File: src/rtl/ssp_host_driver.sv
// Bus-side initiator for the SSP: each upstream TX byte becomes one TXFIFO write, and
// SSPRXINTR triggers a drain of RX_BURST RXFIFO reads. Optional counters under SSP_HOST_STATS_EN.
module ssp_host_driver #(
    parameter int DATA_WIDTH = 8,
`ifdef SSP_HOST_STATS_EN
    parameter int CNT_WIDTH  = 16,
`endif
    parameter int RX_BURST   = 4
) (
    input  logic                  i_PCLK,
    input  logic                  i_CLEAR,
    input  logic [DATA_WIDTH-1:0] i_TX_DATA,
    input  logic                  i_TX_VALID,
    output logic                  o_TX_READY,
    output logic [DATA_WIDTH-1:0] o_RX_DATA,
    output logic                  o_RX_VALID,
    input  logic                  i_RX_READY,
    output logic                  o_PSEL,
    output logic                  o_PWRITE,
    output logic [DATA_WIDTH-1:0] o_PWDATA,
    input  logic [DATA_WIDTH-1:0] i_PRDATA,
    input  logic                  i_SSPTXINTR,
`ifdef SSP_HOST_STATS_EN
    output logic [CNT_WIDTH-1:0]  o_TX_COUNT,
    output logic [CNT_WIDTH-1:0]  o_RX_COUNT,
`endif
    input  logic                  i_SSPRXINTR
);

    localparam int REM_W = $clog2(RX_BURST + 1);

    typedef enum logic [2:0] {IDLE, WR, WR_GAP, RD, RD_CAP, RD_HOLD} state_e;

    state_e                state_q, state_d;
    logic [REM_W-1:0]      rem_q, rem_d;
    logic                  tx_ready_q, tx_ready_d;
    logic                  psel_q, psel_d;
    logic                  pwrite_q, pwrite_d;
    logic [DATA_WIDTH-1:0] pwdata_q, pwdata_d;
    logic [DATA_WIDTH-1:0] rx_data_q, rx_data_d;
    logic                  rx_valid_q, rx_valid_d;
    logic                  arbitrate;

    always_comb begin
        // NOTE: every signal written here gets a default first, so no path can infer a latch.
        state_d    = state_q;
        rem_d      = rem_q;
        tx_ready_d = 1'b0;
        pwdata_d   = pwdata_q;
        rx_data_d  = rx_data_q;
        rx_valid_d = rx_valid_q;
        arbitrate  = 1'b0;

        case (state_q)
            IDLE: begin
                // A raised o_TX_READY marks the accept cycle: the decision is already made.
                if (tx_ready_q) begin
                    if (i_TX_VALID) begin
                        pwdata_d = i_TX_DATA;
                        state_d  = WR;
                    end
                end else begin
                    arbitrate = 1'b1;
                end
            end
            WR:     state_d = WR_GAP;
            WR_GAP: arbitrate = 1'b1;
            RD: begin
                rem_d   = rem_q - REM_W'(1);
                state_d = RD_CAP;
            end
            RD_CAP: begin
                rx_data_d  = i_PRDATA;
                rx_valid_d = 1'b1;
                state_d    = RD_HOLD;
            end
            RD_HOLD: begin
                if (i_RX_READY) begin
                    rx_valid_d = 1'b0;
                    if (rem_q != '0) begin
                        state_d = RD;
                    end else begin
                        arbitrate = 1'b1;
                    end
                end
            end
            default: state_d = IDLE;
        endcase

        // RX wins because an RXFIFO overflow loses data while a TX stall only delays it.
        if (arbitrate) begin
            state_d = IDLE;
            if (i_SSPRXINTR) begin
                rem_d   = REM_W'(RX_BURST);
                state_d = RD;
            end else if (i_TX_VALID && !i_SSPTXINTR) begin
                tx_ready_d = 1'b1;
            end
        end

        psel_d   = (state_d == WR) || (state_d == RD);
        pwrite_d = (state_d == WR);
    end

    always_ff @(posedge i_PCLK) begin
        // NOTE: registered state uses non-blocking assignments so every flop samples pre-edge values.
        if (i_CLEAR) begin
            state_q    <= IDLE;
            rem_q      <= '0;
            tx_ready_q <= 1'b0;
            psel_q     <= 1'b0;
            pwrite_q   <= 1'b0;
            pwdata_q   <= '0;
            rx_data_q  <= '0;
            rx_valid_q <= 1'b0;
        end else begin
            state_q    <= state_d;
            rem_q      <= rem_d;
            tx_ready_q <= tx_ready_d;
            psel_q     <= psel_d;
            pwrite_q   <= pwrite_d;
            pwdata_q   <= pwdata_d;
            rx_data_q  <= rx_data_d;
            rx_valid_q <= rx_valid_d;
        end
    end

    assign o_TX_READY = tx_ready_q;
    assign o_PSEL     = psel_q;
    assign o_PWRITE   = pwrite_q;
    assign o_PWDATA   = pwdata_q;
    assign o_RX_DATA  = rx_data_q;
    assign o_RX_VALID = rx_valid_q;

`ifdef SSP_HOST_STATS_EN
    logic [CNT_WIDTH-1:0] tx_cnt_q, rx_cnt_q;

    always_ff @(posedge i_PCLK) begin
        if (i_CLEAR) begin
            tx_cnt_q <= '0;
            rx_cnt_q <= '0;
        end else begin
            if (state_q == WR)     tx_cnt_q <= tx_cnt_q + CNT_WIDTH'(1);
            if (state_q == RD_CAP) rx_cnt_q <= rx_cnt_q + CNT_WIDTH'(1);
        end
    end

    assign o_TX_COUNT = tx_cnt_q;
    assign o_RX_COUNT = rx_cnt_q;
`endif

endmodule
File: config.mk
export PLATFORM = sky130hd
export DESIGN_NAME = ssp_host_driver
export DESIGN_NICKNAME = d
export VERILOG_FILES = /design/src/rtl/ssp_host_driver.sv
export SDC_FILE = /design/constraint.sdc
export NUM_CORES = 1
export LEC_CHECK = 0
export BUFFER_PORTS_ARGS = -buffer_cell sky130_fd_sc_hd__buf_4
export CORE_UTILIZATION = 47
export DETAILED_ROUTE_END_ITERATION = 6
export GPL_TIMING_DRIVEN = 0
export PLACE_DENSITY = 0.83
export SETUP_SLACK_MARGIN = 0.2
export SLEW_MARGIN = 10
export SYNTH_ARGS = -nofsm -noshare
export SYNTH_HDL_FRONTEND = slang
export SYNTH_SLANG_ARGS = --single-unit
File: constraint.sdc
create_clock -name i_PCLK -period 1.95 [get_ports i_PCLK]
set_clock_uncertainty 0.1 [all_clocks]
set_input_delay 0.2925 -clock i_PCLK [delete_from_list [all_inputs] [get_ports i_PCLK]]
set_output_delay 0.2925 -clock i_PCLK [all_outputs]
set_load 0.02 [all_outputs]
==> results of run 1 <==
## worst min-delay path: stages
cell and delay, ns:
buf_4 0.07, mux2i_1 0.05, nor2_1 0.07
## power by group
part | leakage [nW] | switching, mW | internal [mW]
clock | 0.0210 | 0.152 | 0.114
sequential | 0.211 | 0.00399 | 0.542
combinational | 0.397 | 0.0609 | 0.0631
## layer usage
metal / track usage / vias to the layer above / routed length, um
li1: - / 497 / -
met1: 0.234 / 473 / 1020
met2: 0.422 / 22 / 1320
met3: 0.0242 / 4 / 75
met4: 0.0926 / 0 / 27
met5: 0 / - / 0
## cells in the mapped netlist, types with 2 or more instances
cell       number
dfxtp_1        26
nand2_1        21
nor2_1         16
a21oi_1        12
mux2i_1         8
clkbuf_1        5
inv_1           5
a2111oi_4       2
buf_2           2
ha_1            2
nand2b_1        2
o21ai_0         2
xnor2_1         2
## kinds of logic (layout without fill, tap and decap cells)
kind of cell / after synthesis / in the layout / share of synthesized area
AO/OA/AOI/OAI: 21 / 21 / 0.149
flip-flops: 26 / 26 / 0.466
adder cells (fa/ha/maj): 2 / 2 / 0.0224
multiplexers: 8 / 8 / 0.0718
XOR/XNOR: 2 / 2 / 0.0157
buffers and inverters: 14 / 58 / 0.0594
AND/OR/NAND/NOR: 50 / 50 / 0.215
## worst paths after layout
| path | start | endpoint | cells past startpoint |
|---|---|---|---|
| worst max-delay path | state_q[1]$_SDFF_PP0_ | o_PWDATA[0]$_SDFFE_PP0P_ | 5 |
| worst max register to register | state_q[1]$_SDFF_PP0_ | o_PWDATA[0]$_SDFFE_PP0P_ | 5 |
| worst min register to register | o_RX_DATA[4]$_SDFFE_PP0N_ | o_RX_DATA[4]$_SDFFE_PP0N_ | 2 |
| worst min-delay path | i_TX_DATA[5] | o_PWDATA[5]$_SDFFE_PP0P_ | 3 |
## through the flow
step	cells	power (mW)	setup slack (ns)
4_1_cts	195	0.943	0.326
5_1_grt	195	0.983	0.269
6_report	195	0.936	0.355
3_5_place_dp	191	0.681	0.393
3_3_place_gp	191	0.676	0.416
2_1_floorplan	123	0.629	0.472
## sequential cells by signal, indices dropped and copies added, names as in the netlist
signal	cells
o_PSEL	1
o_PWDATA	8
o_PWRITE	1
o_RX_DATA	8
o_RX_VALID	1
o_TX_READY	1
rem_q	3
state_q	3
## final cells by class
class                           instances  area, um2  area share
Clock buffer                            4       36.3      0.0244
Sequential cell                        26        520       0.350
Timing Repair Buffer                   40        300       0.202
Buffer                                  9       47.5      0.0320
Tap cell                               28       35.0      0.0235
Multi-Input combinational cell         83        529       0.356
Inverter                                5       18.8      0.0126
==> impl_metrics.yaml, run 1 <==
place:
  placedInstanceArea_mm2: 0.00145
  port_buffers: 40
  gp_congestion: 0.796
  dp_hpwl_um: 1850
floorplanning:
  fp.dieW_um: 50.7
  boundaryPins: 42
  initial_core_util: 0.500
  die_h_um: 50.7
  die_area_mm2: 0.00257
  core_region_area_mm2: 0.00223
  rows: 17
logic_synthesis:
  synth_edf_count: 0
  syn_inst: 123
  async_reset_ff_frac: 0
  netlist_area_mm2: 0.00112
  ys_warn_count: 0
  syn_nets: 147
  synth_top_cell_area_share: 0.466
  synth_top_area_cell: "dfxtp_1"
  synth_seq_cells: 26
  synth_cell_types: 31
  synth_seq_area_share: 0.466
  synthTopCellsByArea: "dfxtp_1 (47%), mux2i_1 (7.2%), nand2_1 (7.1%)"
  synth_flop_cell: "dfxtp_1"
  synth_area_per_cell_um2: 9.07
sta:
  relSlewSlack: 0.648
  maxSlewViolCount: 0
  fmax_mhz: 627
  rsz0062_at_grt: "false"
  min_period_over_period: 0.818
  final.min_clock_period_ns: 1.60
  finalSetupTns_ns: 0
  setup_violations: 0
  whs_ns: 0.104
  worst-slew-pin-transition_ns: 0.528
  final-hold-violation-count: 0
critical_path:
  slowest_delay_ns: 0.32
  worst-path-buf-inv: 2
  crit_family: "buffers and inverters"
  crit_required_ns: 2.04
  worstSetupEndpointType: "register"
  reg2reg_setup_slack_ns: 0.35
  path_cells: "buf_4, nor4_1, buf_2, mux2i_1, nor2_1"
  critPathMaxFanout: 9
  cp-start-kind: "register"
  critPathSlowestCell: "dfxtp_1"
  cp_data_arrival_time_ns: 1.69
  critPathKind: "reg2reg"
cts:
  clockBufferDepth: 2
  cts_sinks: 26
  postCtsSetupBuffers: 0
  insertion_delay_ns: 0.31
  cts.repair.resized: 0
  cts_tree: "built"
  clockRootBuffer: "clkbuf_4"
  clkSlewWorstSetupHoldPaths_ns: 0.14
  cts_buffers: 3
  h-tree-depth: 1
  hold_buffers: 0
power:
  vdd_drop_max_mv: 0.560
  p_leak_nw: 0.628
  p_per_area_mw_per_mm2: 629
final_layout:
  final_common_cell: "buf_4"
  synthToLayoutAreaGrowth_pct: 33.3
  fill_cells: 194
  final_layout_size_suffix_gt1_frac: 0.329
  nNetsFinal: 192
  final_cell_area_mm2: 0.00149
  final_cell_mix: "buf_4 (41), dfxtp_1 (26), nand2_1 (21)"
  final_core_util: 0.666
  n_antenna_cell: 0
global_routing:
  grt_pass1_wl_um: 4220
  antenna_found_initial: 0
  grt.overflow.total: 0
  globalRouteTotalUtil: 0.218
  grt_max_degree: 15
  grt_pass1_vias: 1037
route:
  drtAntennaViolNets: 0
  drt_first_pass_iters: 4
  drc_errors: 0
  drt-initial-drc-count: 13
  wirelength_um: 2440
  avgViaCountPerCell: 5.11
  drt-wirelength-per-cell_um: 12.5
  vias: 996
job:
  maxCapViolations: 0
run_status:
  status: "finished clean"
min_path:
  hold_path_class: "in2reg"
Power figures use the tool's default switching activity.
==> run 2, diff against run 1 <==
clock period = 1.5 ns   (was 1.95 ns; I/O delays follow)
==> run 2 against run 1 <==
Clock power up 35%. Maximum frequency up 6.4%. Die area unchanged. Register-to-register slack lost 0.35 ns. Power rose by 36%.
==> impl_metrics.yaml, run 2 (synthesis gave the netlist of run 1 again) <==
sta:
  whs_ns: 0.0193
  relSlewSlack: 0.619
  setup_violations: 0
  rsz0062_at_grt: "true"
  min_period_over_period: 0.999
  maxSlewViolCount: 0
  setup_ws_ns: 0.00134
  final.min_clock_period_ns: 1.50
  worst-slew-pin-transition_ns: 0.571
  fmax_mhz: 667
  final-hold-violation-count: 0
floorplanning:
  die_area_mm2: 0.00257
  initial_core_util: 0.500
  rows: 17
  die_h_um: 50.7
  boundaryPins: 42
  core_region_area_mm2: 0.00223
  fp.dieW_um: 50.7
critical_path:
  r2r_start: "state_q[0]$_SDFF_PP0_"
  cp-start-kind: "register"
  critPathKind: "reg2reg"
  reg2reg_setup_slack_ns: 0.001
  path_cells: "buf_4, and4b_1, buf_4, a21oi_1, nor2_1, o21ba_2"
  cpMostUsedCell: "buf_4"
  crit_required_ns: 1.63
  critical_path.startpoint: "state_q[0]$_SDFF_PP0_"
  worstSetupEndpointType: "register"
  rr_endpoint: "o_PSEL$_SDFF_PP0_"
  critPathMaxFanout: 9
  crit_end: "o_PSEL$_SDFF_PP0_"
  cp_data_arrival_time_ns: 1.63
  critPathSlowestCell: "dfxtp_1"
  r2r_cells: 6
  slowest_delay_ns: 0.33
route:
  drt-wirelength-per-cell_um: 15.0
  drt-initial-drc-count: 36
  drtAntennaViolNets: 0
  avgViaCountPerCell: 5.28
  vias: 1103
  drc_errors: 0
  wirelength_um: 3130
  drt_first_pass_iters: 4
global_routing:
  grt_max_degree: 15
  grt.overflow.total: 0
  grt_pass1_wl_um: 4380
  globalRouteTotalUtil: 0.223
  antenna_found_initial: 0
  grt_pass1_vias: 1047
min_path:
  holdCritStartpoint: "i_TX_DATA[7]"
  hold_path_class: "in2reg"
final_layout:
  fill_cells: 150
  instances_no_fill: 209
  nNetsFinal: 206
  synthToLayoutAreaGrowth_pct: 48.5
  final_layout_size_suffix_gt1_frac: 0.448
  register_area_um2: 526
  n_antenna_cell: 0
  final_cell_mix: "buf_4 (56), dfxtp_1 (22), nand2_1 (20)"
  final_common_cell: "buf_4"
  multiInputGateArea_um2: 566
cts:
  cts_sinks: 26
  cts_buffers: 3
  insertion_delay_ns: 0.33
  h-tree-depth: 1
  clockRootBuffer: "clkbuf_4"
  clockBufferDepth: 2
  hold_buffers: 0
  clkSlewWorstSetupHoldPaths_ns: 0.15
  cts_tree: "built"
place:
  dp_hpwl_um: 1750
  dp_slack_ns: 0.0260
  dp.cells: 191
  port_buffers: 40
  gp_congestion: 0.817
power:
  power.total_mw: 1.27
  p_per_area_mw_per_mm2: 767
  vdd_drop_max_mv: 0.626
  p_leak_nw: 0.723
job:
  maxCapViolations: 0
run_status:
  status: "finished clean"
[run 2: metrics by stage]
stage          TNS, ns  cell area [um2]   util
3_3_place_gp         0             1460  0.654
2_1_floorplan        0             1130      -
6_report             0             1660  0.742
3_5_place_dp         0             1460  0.654
4_1_cts              0             1600  0.717
5_1_grt         -0.326             1660  0.742
[run 2: how the worst min path moves through the flow]
stage | to | cells after the start
floorplan | o_RX_DATA[0]$_SDFFE_PP0N_ | 2
global route | o_PWDATA[7]$_SDFFE_PP0P_ | 3
finish | o_PWDATA[7]$_SDFFE_PP0P_ | 3
detailed placement | o_RX_DATA[2]$_SDFFE_PP0N_ | 2
CTS | o_PWDATA[7]$_SDFFE_PP0P_ | 3
global placement | o_RX_DATA[0]$_SDFFE_PP0N_ | 2
[run 2: area by class of cell]
type                            count  share of cell area
Clock buffer                        4              0.0219
Inverter                            5              0.0113
Multi-Input combinational cell     83               0.341
Buffer                              9              0.0430
Tap cell                           28              0.0211
Timing Repair Buffer               54               0.245
Sequential cell                    26               0.317
[run 2: repair_timing]
item	CTS	global route
setup endpoints to repair	24	24
gates cloned	1	0
resized for setup	9	11
endpoints found under the hold margin	0	0
buffers inserted	9	4
pin swaps	3	3
[run 2: worst max-delay path, delay by kind of cell (launching register included)]
kind                   cells  cell delay, ns
AO/OA/AOI/OAI              2            0.37
flip-flops                 1            0.33
buffers and inverters      2            0.31
AND/OR/NAND/NOR            2            0.30
[run 2: layer usage]
metal | vias up | wire [um] | global-route usage
met5 | - | 0 | 0
met4 | 0 | 124 | 0.0602
met3 | 18 | 185 | 0.0394
met2 | 52 | 1530 | 0.409
met1 | 508 | 1280 | 0.264
li1 | 525 | - | -
[run 2: where the power goes]
part           leakage [nW]  switching (mW)  total [mW]  internal [mW]
logic                 0.490          0.0986       0.201          0.103
clock network        0.0210           0.210       0.359          0.149
registers             0.212         0.00587       0.711          0.705
total                 0.723           0.315        1.27          0.956
